--- src/rtl/pc_pkg.sv ---
// Shared types and default vectors for the program-counter unit.
package pc_pkg;

    typedef enum logic [1:0] {
        BOOT = 2'd0,
        RUN  = 2'd1,
        HALT = 2'd2
    } pc_state_t;

    typedef enum logic [2:0] {
        SEL_TRAP     = 3'd0,
        SEL_MISALIGN = 3'd1,
        SEL_REDIRECT = 3'd2,
        SEL_SEQ      = 3'd3,
        SEL_HOLD     = 3'd4
    } pc_sel_t;

    localparam logic [31:0] DEFAULT_RESET_VECTOR = 32'h0000_0000;
    localparam logic [31:0] DEFAULT_TRAP_VECTOR  = 32'h0000_0080;
    localparam int unsigned DEFAULT_STEP         = 4;
    localparam int unsigned DEFAULT_ALIGN_BITS   = 2;

endpackage

--- src/rtl/pc_if.sv ---
// Fetch-side bundle between next-PC logic, instruction memory and the PC unit.
interface pc_if #(
    parameter int unsigned WIDTH = 32
);
    logic             fetch_ready;
    logic             redirect_valid;
    logic [WIDTH-1:0] redirect_target;
    logic             trap;
    logic             halt;
    logic             resume;
    logic [WIDTH-1:0] pc;
    logic             pc_valid;
    logic [WIDTH-1:0] pc_seq;
    logic             misalign;
    logic [WIDTH-1:0] bad_addr;
    logic             halted;

    modport master (
        output fetch_ready, redirect_valid, redirect_target, trap, halt, resume,
        input  pc, pc_valid, pc_seq, misalign, bad_addr, halted
    );

    modport slave (
        input  fetch_ready, redirect_valid, redirect_target, trap, halt, resume,
        output pc, pc_valid, pc_seq, misalign, bad_addr, halted
    );
endinterface

--- src/rtl/pc_next_sel.sv ---
// Next-PC priority encoder: trap > misaligned redirect > redirect > sequential > hold.
// Purely combinational, zero latency.
// Sequential advance only when seq_en and fetch_ready; redirects ignore fetch_ready.
module pc_next_sel
    import pc_pkg::*;
#(
    parameter int unsigned WIDTH      = 32,
    parameter int unsigned ALIGN_BITS = DEFAULT_ALIGN_BITS
) (
    input  logic             redir_en_i,
    input  logic             seq_en_i,
    input  logic             trap_i,
    input  logic             redirect_valid_i,
    input  logic [WIDTH-1:0] redirect_target_i,
    input  logic             fetch_ready_i,
    output pc_sel_t          sel_o,
    output logic             misalign_o
);
    localparam logic [WIDTH-1:0] ALIGN_MASK = WIDTH'((64'd1 << ALIGN_BITS) - 64'd1);

    logic target_bad;
    assign target_bad = |(redirect_target_i & ALIGN_MASK);

    always_comb begin
        sel_o      = SEL_HOLD;
        misalign_o = 1'b0;
        if (redir_en_i && trap_i) begin
            sel_o = SEL_TRAP;
        end else if (redir_en_i && redirect_valid_i && target_bad) begin
            sel_o      = SEL_MISALIGN;
            misalign_o = 1'b1;
        end else if (redir_en_i && redirect_valid_i) begin
            sel_o = SEL_REDIRECT;
        end else if (seq_en_i && fetch_ready_i) begin
            sel_o = SEL_SEQ;
        end
    end
endmodule

--- src/rtl/pc_unit.sv ---
// Program counter with boot/run/halt control, prioritised redirects and alignment check.
// PC, misalign and halted update one cycle after inputs are sampled; pc_seq is combinational.
// PC holds while fetch_ready is low unless a trap or redirect arrives.
module pc_unit
    import pc_pkg::*;
#(
    parameter int unsigned      WIDTH        = 32,
    parameter logic [WIDTH-1:0] RESET_VECTOR = WIDTH'(DEFAULT_RESET_VECTOR),
    parameter logic [WIDTH-1:0] TRAP_VECTOR  = WIDTH'(DEFAULT_TRAP_VECTOR),
    parameter int unsigned      STEP         = DEFAULT_STEP,
    parameter int unsigned      ALIGN_BITS   = DEFAULT_ALIGN_BITS
) (
    input  logic clk,
    input  logic reset,
    pc_if.slave  bus
);
    pc_state_t        state_q, state_d;
    logic [WIDTH-1:0] pc_q, pc_d;
    logic [WIDTH-1:0] bad_addr_q, bad_addr_d;
    logic             misalign_q;
    logic [WIDTH-1:0] pc_seq;
    pc_sel_t          sel;
    logic             misalign_d;

    assign pc_seq = pc_q + WIDTH'(STEP);

    // BOOT ignores everything; HALT still honours trap/redirect for debug.
    pc_next_sel #(
        .WIDTH      (WIDTH),
        .ALIGN_BITS (ALIGN_BITS)
    ) u_next_sel (
        .redir_en_i        (state_q != BOOT),
        .seq_en_i          (state_q == RUN),
        .trap_i            (bus.trap),
        .redirect_valid_i  (bus.redirect_valid),
        .redirect_target_i (bus.redirect_target),
        .fetch_ready_i     (bus.fetch_ready),
        .sel_o             (sel),
        .misalign_o        (misalign_d)
    );

    always_comb begin
        state_d    = state_q;
        pc_d       = pc_q;
        bad_addr_d = bad_addr_q;
        unique case (state_q)
            BOOT:    state_d = RUN;
            RUN:     if (bus.halt) state_d = HALT;
            HALT:    if (bus.resume && !bus.halt) state_d = RUN;
            default: state_d = BOOT;
        endcase
        case (sel)
            SEL_TRAP:     pc_d = TRAP_VECTOR;
            SEL_MISALIGN: begin
                pc_d       = TRAP_VECTOR;
                bad_addr_d = bus.redirect_target;
            end
            SEL_REDIRECT: pc_d = bus.redirect_target;
            SEL_SEQ:      pc_d = pc_seq;
            default:      pc_d = pc_q;
        endcase
    end

    always_ff @(posedge clk) begin
        if (reset) begin
            state_q    <= BOOT;
            pc_q       <= RESET_VECTOR;
            bad_addr_q <= '0;
            misalign_q <= 1'b0;
        end else begin
            state_q    <= state_d;
            pc_q       <= pc_d;
            bad_addr_q <= bad_addr_d;
            misalign_q <= misalign_d;
        end
    end

    assign bus.pc       = pc_q;
    assign bus.pc_valid = (state_q == RUN);
    assign bus.pc_seq   = pc_seq;
    assign bus.misalign = misalign_q;
    assign bus.bad_addr = bad_addr_q;
    assign bus.halted   = (state_q == HALT);
endmodule

--- src/flat_wrapper.sv ---
// flat-port wrapper written by rule: the top's interface ports become plain ports
module pc_unit_flat import pc_pkg::*;
#(
    parameter int unsigned      WIDTH        = 32,
    parameter logic [WIDTH-1:0] RESET_VECTOR = WIDTH'(DEFAULT_RESET_VECTOR),
    parameter logic [WIDTH-1:0] TRAP_VECTOR  = WIDTH'(DEFAULT_TRAP_VECTOR),
    parameter int unsigned      STEP         = DEFAULT_STEP,
    parameter int unsigned      ALIGN_BITS   = DEFAULT_ALIGN_BITS
)
  (clk, reset, bus_fetch_ready, bus_redirect_valid, bus_redirect_target, bus_trap, bus_halt, bus_resume, bus_pc, bus_pc_valid, bus_pc_seq, bus_misalign, bus_bad_addr, bus_halted);
  pc_if #(.WIDTH(WIDTH)) bus_i ();
  input  logic clk;
  input  logic reset;
  input wire logic [$bits(bus_i.fetch_ready)-1:0] bus_fetch_ready;
  input wire logic [$bits(bus_i.redirect_valid)-1:0] bus_redirect_valid;
  input wire logic [$bits(bus_i.redirect_target)-1:0] bus_redirect_target;
  input wire logic [$bits(bus_i.trap)-1:0] bus_trap;
  input wire logic [$bits(bus_i.halt)-1:0] bus_halt;
  input wire logic [$bits(bus_i.resume)-1:0] bus_resume;
  output wire logic [$bits(bus_i.pc)-1:0] bus_pc;
  output wire logic [$bits(bus_i.pc_valid)-1:0] bus_pc_valid;
  output wire logic [$bits(bus_i.pc_seq)-1:0] bus_pc_seq;
  output wire logic [$bits(bus_i.misalign)-1:0] bus_misalign;
  output wire logic [$bits(bus_i.bad_addr)-1:0] bus_bad_addr;
  output wire logic [$bits(bus_i.halted)-1:0] bus_halted;
  assign bus_i.fetch_ready = bus_fetch_ready;
  assign bus_i.redirect_valid = bus_redirect_valid;
  assign bus_i.redirect_target = bus_redirect_target;
  assign bus_i.trap = bus_trap;
  assign bus_i.halt = bus_halt;
  assign bus_i.resume = bus_resume;
  assign bus_pc = bus_i.pc;
  assign bus_pc_valid = bus_i.pc_valid;
  assign bus_pc_seq = bus_i.pc_seq;
  assign bus_misalign = bus_i.misalign;
  assign bus_bad_addr = bus_i.bad_addr;
  assign bus_halted = bus_i.halted;
  pc_unit #(.WIDTH(WIDTH), .RESET_VECTOR(RESET_VECTOR), .TRAP_VECTOR(TRAP_VECTOR), .STEP(STEP), .ALIGN_BITS(ALIGN_BITS)) u_core (.clk(clk), .reset(reset), .bus(bus_i));
endmodule
--- config.mk ---
export PLATFORM = sky130hd
export DESIGN_NAME = pc_unit_flat
export DESIGN_NICKNAME = d
export VERILOG_FILES = /design/src/rtl/pc_pkg.sv /design/src/rtl/pc_if.sv /design/src/rtl/pc_next_sel.sv /design/src/rtl/pc_unit.sv /design/src/flat_wrapper.sv
export SDC_FILE = /design/constraint.sdc
export NUM_CORES = 1
export LEC_CHECK = 0
export CORE_MARGIN = 4
export CORE_UTILIZATION = 43
export CTS_CLUSTER_DIAMETER = 40
export DETAILED_ROUTE_END_ITERATION = 10
export GPL_ROUTABILITY_DRIVEN = 0
export PLACE_DENSITY_LB_ADDON = 0.15
export SLEW_MARGIN = 30
export SYNTH_ARGS = -nofsm -noshare
export SYNTH_HDL_FRONTEND = slang
export SYNTH_SLANG_ARGS = --single-unit
--- constraint.sdc ---
create_clock -name clk -period 2.2 [get_ports clk]
set_input_delay 0.44 -clock clk [delete_from_list [all_inputs] [get_ports clk]]
set_output_delay 0.44 -clock clk [all_outputs]
set_load 0.01 [all_outputs]
# Word level (Yosys, flattened, before mapping)
# Index checks and enable logic that the tools add are counted.
[word_totals]
mem_count = 0
latchBits = 0
ramBits = 0
wordCells = 35
register_bits = 67
mem_bits_ro = 0
[op_classes]
shifts = 0
magnitude_cmp = 0
div_mod_pow = 0
n_addsub = 1
reduce_logical = 14
muxes = 9
mul = 0
bitwise_logic = 0
n_eq_ne = 7
[ops]
columns = ["cell", "n"]
rows = [
  ["32-bit one-hot mux with 3 select lines", 1],
  ["32-bit by 3-bit adder with 32-bit output (second input constant)", 1],
  ["3-bit two-way mux", 4],
  ["3-bit by 2-bit == test with 1-bit output (second input constant)", 2],
  ["2-bit one-hot mux with 3 select lines", 1],
  ["2-bit OR reduction", 3],
  ["1-bit logical AND", 5],
  ["2-bit two-way mux", 2],
  ["3-bit by 1-bit == test with 1-bit output (second input constant)", 1],
  ["3-bit zero test", 1],
  ["3-bit nonzero test", 1],
  ["2-bit by 1-bit == test with 1-bit output (second input constant)", 1],
  ["2-bit == test (second input constant)", 1],
  ["2-bit zero test", 1],
  ["2-bit by 1-bit inequality test with 1-bit output (second input constant)", 1],
  ["2-bit inequality test (second input constant)", 1],
  ["2-bit AND reduction", 1],
  ["2-bit nonzero test", 1],
  ["1-bit zero test", 1],
  ["1-bit two-way mux", 1],
]

# Longest topological paths before layout
# Gate-level depths: netlist (run 1).
[depth]
word_depth = 9
ltp_mapped = 8

# By module
# From an unflattened synthesis (run 1), not the netlist that was laid out.
[hier_totals]
cells_unflattened = 409
hier_area_um2 = 3338.2
[modules_own_cells]
columns = ["mod", "cells_each", "instances", "area_per_inst_um2"]
rows = [
  ["pc_unit", 400, 1, 3288.2],
  ["pc_next_sel", 9, 1, 50.0],
]

# Worst setup path after synthesis (run 1)
# OpenSTA, ideal clock, no wires.
[synth_timing]
kind = "register to output"
start = "reg u_core.pc_q[5] (netlist: u_core.bus.pc[5])"
end = "out bus_pc_seq[28]"
t_required_ns = 1.760
path_stages_with_launch = 6
arrival_ns = 1.628
path_buffers = 1
slack_ns = 0.132
path_cell_list = "dfxtp_1 buf_2 nand4_4 nor4_4 nand4_1 xnor2_1"
[synth_via]
elab_chain_cells = 1
[synth_rtl]
columns = ["element", "line_no", "text"]
rows = [
  ["start: declaration", "pc_unit.sv:18", "logic [WIDTH-1:0] pc_q, pc_d;"],
  ["start signal: assignment", "pc_unit.sv:72", "pc_q <= pc_d;"],
  ["32-bit by 3-bit adder with 32-bit output", "pc_unit.sv:25", "assign pc_seq = pc_q + WIDTH'(STEP);"],
  ["end: declaration", "flat_wrapper.sv:22", "output wire logic [$bits(bus_i.pc_seq)-1:0] bus_pc_seq;"],
]
# Every way passes these cells.

# Worst setup path in the final report (run 1)
[layout_timing]
start = "reg u_core.pc_q[8] (netlist: u_core.bus.pc[8])"
end = "out bus_pc_seq[12]"
# The elaborated chain is that of the path after synthesis.

==> insert_results.sql, run 1 <==
INSERT INTO impl_metrics (metric_group, metric, value, unit) VALUES
('sta', 'setup_violations', '22', ''),
('sta', 'clock-skew-final', '0.01434', 'ns'),
('synth', 'seq_total_area_yosys', '40.82', '%'),
('critical_path', 'critPathMostFrequentCell', 'buf_4', ''),
('cts', 'cts.htree.levels', '3', ''),
('cts', 'worst_skew_pair.late_latency', '0.36', 'ns'),
('synth', 'synthDistinctLibCells', '47', ''),
('global_route', 'grt_start_max_net_pins', '37', ''),
('floorplan', 'placementRows', '31', ''),
('global_route', 'grt_pass1_wl', '20810', 'µm'),
('power', 'vdd_ir_drop_max', '0.3957', 'mV'),
('synth', 'synth_largest_area_cell', 'dfxtp_1', ''),
('routing', 'remaining_drc_errors', '0', ''),
('synth', 'netlist.area_leader.share', '40.82', '%'),
('cells_and_area', 'final-seq-area', '1366', 'µm²'),
('placed_design', 'port-buffer-count', '137', ''),
('cells_and_area', 'area_of_combinational_cells_with_multiple_inputs', '2172', 'µm²'),
('global_route', 'gr-total-overflow', '0', ''),
('power', 'total_switching_power', '747.1', 'µW'),
('routing', 'drt-wirelength-per-cell', '19.66', 'µm'),
('floorplan', 'pin_count', '138', ''),
('critical_path', 'worstPathCellList', 'nand4_4 -> buf_4 -> buf_6 -> buf_4 -> nor3_4 -> nand3_2 -> xnor2_2 -> buf_2', ''),
('critical_path', 'worst-path-max-fanout', '5', ''),
('floorplan', 'initial_utilization', '44.82', '%'),
('placed_design', 'place.detailed.hpwl', '8491', 'µm'),
('routing', 'route.vias.total', '4338', ''),
('synth', 'postSynthAreaPerCell', '8.073', 'µm²'),
('sta', 'max_slew.worst_pin.slew', '0.4319', 'ns'),
('cells_and_area', 'synthToLayoutAreaGrowth', '87.55', '%'),
('critical_path', 'end_kind', 'output port', ''),
('sta', 'fmax', '405.6', 'MHz'),
('critical_path', 'crit_slowest_cell', 'dfxtp_2', ''),
('routing', 'detail_route.iter0.violations', '340', ''),
('power', 'power_per_cell_area', '481.6', 'nW/µm²'),
('synth', 'synthesized_nets', '447', ''),
('cts', 'clockRootBuffer', 'clkbuf_8', ''),
('power', 'swShare', '25.17', '%'),
('cts', 'cts_max_path_buffers', '2', ''),
('global_route', 'grt_antenna_before_repair', '0', ''),
('sta', 'fin_crit_sh', '112.1', '%'),
('synth', 'synthCells', '407', ''),
('cells_and_area', 'post_route_cells_drive_above_1_share', '35.24', '%'),
('power', 'proportion_of_power_drawn_by_combinational_gates', '12.9', '%'),
('global_route', 'grtUsageTotal', '29.52', '%'),
('cells_and_area', 'final_cell_count_no_fill', '746', ''),
('cts', 'tritoncts_num_sinks', '67', ''),
('synth', 'async_flop_share', '0', '%'),
('critical_path', 'max_stage_delay', '0.37', 'ns'),
('cts', 'cts_buf_count', '9', ''),
('sta', 'least_setup_slack_across_all_paths_after_layout', '-0.2654', 'ns'),
('outcome', 'failed_checks', 'setup timing', ''),
('job', 'cap_viol_max_count', '0', ''),
('synth', 'yosys.cell_count.top_type', 'nand2_1', ''),
('power', 'power.internal', '2.221', 'mW'),
('cts', 'clk_pin_slew', '0.08', 'ns'),
('synth', 'ys_ff_latch', '67', ''),
('power', 'p_seq_share', '42.6', '%'),
('outcome', 'status', 'finished, violations left', ''),
('placed_design', 'numPlacedInstances', '689', ''),
('floorplan', 'die_area', '9104', 'µm²'),
('global_route', 'first_global_vias', '4094', ''),
('floorplan', 'floorplan.die.height', '95.42', 'µm'),
('critical_path', 'critPathArrivalTime', '2.03', 'ns'),
('routing', 'via_per_inst', '5.815', ''),
('sta', 'rsz0062_at_grt', 'yes', ''),
('sta', 'timing.final.crit_period', '2.465', 'ns'),
('sta', 'relSlewSlack', '71.20', '%'),
('synth', 'mappedNetlistArea', '3286', 'µm²'),
('cts', 'cts_hold_buffers_added', '0', ''),
('critical_path', 'crit_family', 'buffers and inverters', ''),
('critical_path', 'startpoint_type', 'flop', '');
-- sequential cells by signal, summed over array words and instances (netlist names) --
signal and count:
u_core.bus.pc 32, u_core.bus.bad_addr 32, u_core.bus.misalign 1, u_core.state_q 2
-- per-stage QoR --
| stage | power [mW] | util, % | area [µm²] | setup slack, ns |
|---|---|---|---|---|
| floorplan | 1.431 | - | 3286 | 0.1318 |
| global placement | 1.650 | 71.53 | 5244 | -0.1956 |
| detailed placement | 1.656 | 71.53 | 5244 | -0.2374 |
| CTS | 2.945 | 81.09 | 5944 | -0.2386 |
| global route | 3.047 | 84.06 | 6162 | -0.3453 |
| finish | 2.968 | 84.06 | 6162 | -0.2654 |
-- path summary, 6_finish.rpt --
check	start	to	slack (ns)	depth (start not counted)
worst max-delay path	u_core.bus.pc[8]	bus_pc_seq[12]	-0.27	8
worst max register to register	u_core.bus.pc[8]	u_core.bus.pc[22]	0.05	10
worst min register to register	u_core.bus.bad_addr[1]	u_core.bus.bad_addr[1]	0.45	2
worst min-delay path	u_core.bus.bad_addr[1]	u_core.bus.bad_addr[1]	0.45	2
-- layer usage --
| metal | track usage (%) | vias up | share of wire (%) |
|---|---|---|---|
| li1 | - | 1918 | - |
| met1 | 35.29 | 2094 | 38 |
| met2 | 50.55 | 266 | 49 |
| met3 | 6.472 | 60 | 8.5 |
| met4 | 13.27 | 0 | 3.7 |
| met5 | 0 | - | 0 |
-- power by group through the flow --
stage,sequential [mW],combinational [mW],clock [mW]
after floorplan,1.30,0.126,0
after global placement,1.29,0.361,0
after detailed placement,1.29,0.366,0
after CTS,1.26,0.370,1.31
after global routing,1.27,0.409,1.37
final,1.27,0.384,1.32
-- worst register-to-register path, stage by stage, from the launching register on --
cell	delay (ns)
dfxtp_2	0.37
nand4_4	0.14
buf_6	0.15
nor4_4	0.33
buf_4	0.19
nand4_1	0.14
buf_4	0.18
buf_6	0.10
buf_6	0.11
buf_6	0.10
o311ai_2	0.24
-- cells in the final DEF, fill, tap and decap left out, types with 3 or more instances in the layout --
master,instances
buf_4,96
and3_1,6
o2bb2ai_1,8
nand2_1,78
dfxtp_1,49
a32oi_1,3
buf_6,17
xor2_1,3
xnor2_1,9
nand3_1,3
o21ai_0,13
nor2_1,25
inv_1,8
clkbuf_8,10
nor2_4,3
nor3_1,3
and2_1,3
xnor2_2,15
nand4_1,8
o21a_1,3
nand3_2,4
buf_12,3
a21oi_1,40
bufinv_16,3
nor4_4,5
dlygate4sd2_1,3
clkdlybuf4s50_1,108
a22oi_1,11
o311ai_0,5
a222oi_1,5
nand3_4,10
dfxtp_2,17
a31oi_1,5
buf_2,25
-- layout make-up --
cell class	instances	share of cell area (%)
Sequential cell	67	22.17
Tap cell	99	2.010
Multi-Input combinational cell	302	35.25
Clock inverter	6	1.807
Clock buffer	10	2.234
Timing Repair Buffer	253	35.86
Inverter	9	0.6701
-- logic make-up (layout without fill, tap and decap cells) --
| kind of cell | Yosys count | count (layout) | synth area share, % |
|---|---|---|---|
| DFF | 67 | 67 | 40.82 |
| buffers and inverters | 38 | 278 | 4.836 |
| xor gates and xnor gates | 28 | 28 | 7.464 |
| and+or+nand+nor | 169 | 169 | 25.48 |
| AOI/OAI and AO/OA | 104 | 104 | 21.02 |
| adders and majority gates | 1 | 1 | 0.3807 |
-- repair_timing --
action,CTS,global route
endpoints found under the setup margin,27,26
pin swaps,33,28
setup buffers,31,15
gates cloned,0,0
resized for setup,165,39
No activity file was read; power rests on OpenSTA's default activity.
==> run 2, diff against run 1 <==
Settings changed: CAP_MARGIN from default to 20.
==> results of run 2 <==
The final DEF is identical to that of run 1; final timing and power are the same.
==> RTL edit, RTL diff (config.mk and constraints of run 1) <==
Take the reset off `bad_addr_q` and load it in a clocked block of its own.
--- a/src/rtl/pc_unit.sv
+++ b/src/rtl/pc_unit.sv
@@ -67,3 +67,2 @@
             pc_q       <= RESET_VECTOR;
-            bad_addr_q <= '0;
             misalign_q <= 1'b0;
@@ -72,5 +71,8 @@
             pc_q       <= pc_d;
-            bad_addr_q <= bad_addr_d;
             misalign_q <= misalign_d;
         end
+    end
+
+    always_ff @(posedge clk) begin
+        bad_addr_q <= bad_addr_d;
     end
Check against the original RTL: differs if reset is asserted again (counterexample within 4 cycles, from zero or initial values and one cycle with reset high); with reset held inactive, the same outputs for 10 cycles.
==> RTL edit against run 1 <==
  * Design area is 1.3% lower
  * Area after synthesis is 1.3% lower
  * Routed wire length is 1.5% higher
  * Total power is 2.9% lower
  * Combinational power is 1% higher
  * Highest routed layer unchanged
  * Sequential cell count stayed put
  * The flow still finishes with violations (negative setup slack)
  * Die area is 1.2% lower
  * Via count is 9.8% lower
  * Setup slack worse by 0.050 ns
  * Critical path depth is 1 lower
==> RTL edit: results (changes against run 1) <==
STA
The post-route worst setup slack is -0.3152 ns (-0.04975 ns). The post-route worst hold slack is 0.4954 ns (+0.04093 ns). The final-report setup violation count was 23 (+4.5%). The slew at the pin with the worst max-slew slack is 0.3563 ns (-0.07565 ns). The post-route clock skew is 0.01048 ns (-0.003860 ns).

Run status
The final reports fail on negative setup slack. The run finished, with violations left.

Final layout
The number of filler instances in the final layout is 395 (-0.75%). The number of inverters outside the clock class in the layout is 7 (-2). The area of the multi-input gates is 1814 µm² (-16%). The layout overhead on the synthesized area is 87.53% (about the same). The share of layout cells above drive strength 1 was 39.78% (+4.5 points).

The buffering overhead came to 36.18% (+0.32 points). The number of buffers other than clock buffers in the final layout was 251 (-0.79%). The layout clock buffer count is 11 (+1). The layout net count is 593 (-13%).

Power
The cell leakage power is 2.614 nW (+0.12%). The relative contribution of the clock network to total power is 39.4% (-5.0 points). The internal power contribution is 2.123 mW (-4.4%).

Place
The half-perimeter wire length of the detailed placement result is 8.358 mm (-1.6%). The post-placement cell count came to 608 (-12%). The placed instance area is 5308 µm² (+1.2%).

Drt
The per-cell via count in the routed design is 5.956 (+2.4%). The violation count after the first detailed-routing iteration came to 343 (+0.88%).

CTS
The number of gates given a new drive strength after cts is 153 (-7.3%). The count of buffers added by post-CTS timing repair for setup is 18 (-42%).

Logic synthesis
The portion of the post-synthesis area used by sequential elements is 51.25% (+10 points). The average footprint of a synthesized cell is 10.49 µm² (+30%). In the synthesized netlist, the cells that appear most often are 35 x sky130_fd_sc_hd__dfxtp_1, 32 x sky130_fd_sc_hd__edfxtp_1, 28 x sky130_fd_sc_hd__nand2_1, 24 x sky130_fd_sc_hd__nor2_1, 19 x sky130_fd_sc_hd__xnor2_1. The number of synthesized flops with an enable pin is 32 (+32).

Setup path
The cell count of the worst reg-to-reg path was 9 (-1). The worst setup path endpoint is bus_pc_seq[27]. The highest net fanout along the worst path is 3 (-2). The category of cells accounting for the largest share of critical-path delay is simple AND/OR/NAND/NOR gates. The launch point of the critical path is u_core.bus.pc[13].

Global routing
The number of global-route vias before repair came to 3,804 (-7.1%). The total routing resource utilization after global routing came to 28.37% (-1.2 points). The pin count of the biggest net entering global routing is 27 (-27%).
RTL edit: logic make-up (layout without fill, tap and decap cells):
family	count (synthesis)	after routing	share of synthesized area, %
compound gates	78	78	17.68
xor+xnor	28	28	7.565
fa+ha+maj	1	1	0.3859
buf+inv	25	274	3.358
flops	67	67	51.25
mux	1	1	0.3088
simple gates	109	109	19.45
RTL edit: layer usage:
layer,vias to the layer above,global-route usage (%),part of all wire (%)
met5,-,0,0
met3,60,7.251,9.5
met4,0,9.135,3.9
met2,311,50.85,51
li1,1661,-,-
met1,1881,32.87,35
RTL edit: worst min-delay path by stage:
stage | start | end | cells past startpoint
floorplan | u_core.bus.pc[0] | u_core.bus.pc[0] | 1
global placement | u_core.bus.pc[0] | u_core.bus.pc[0] | 1
detailed placement | u_core.bus.pc[0] | u_core.bus.pc[0] | 1
CTS | u_core.bus.pc[0] | u_core.bus.pc[0] | 1
global route | u_core.bus.pc[0] | u_core.bus.pc[0] | 1
finish | u_core.bus.pc[1] | u_core.bus.pc[1] | 1
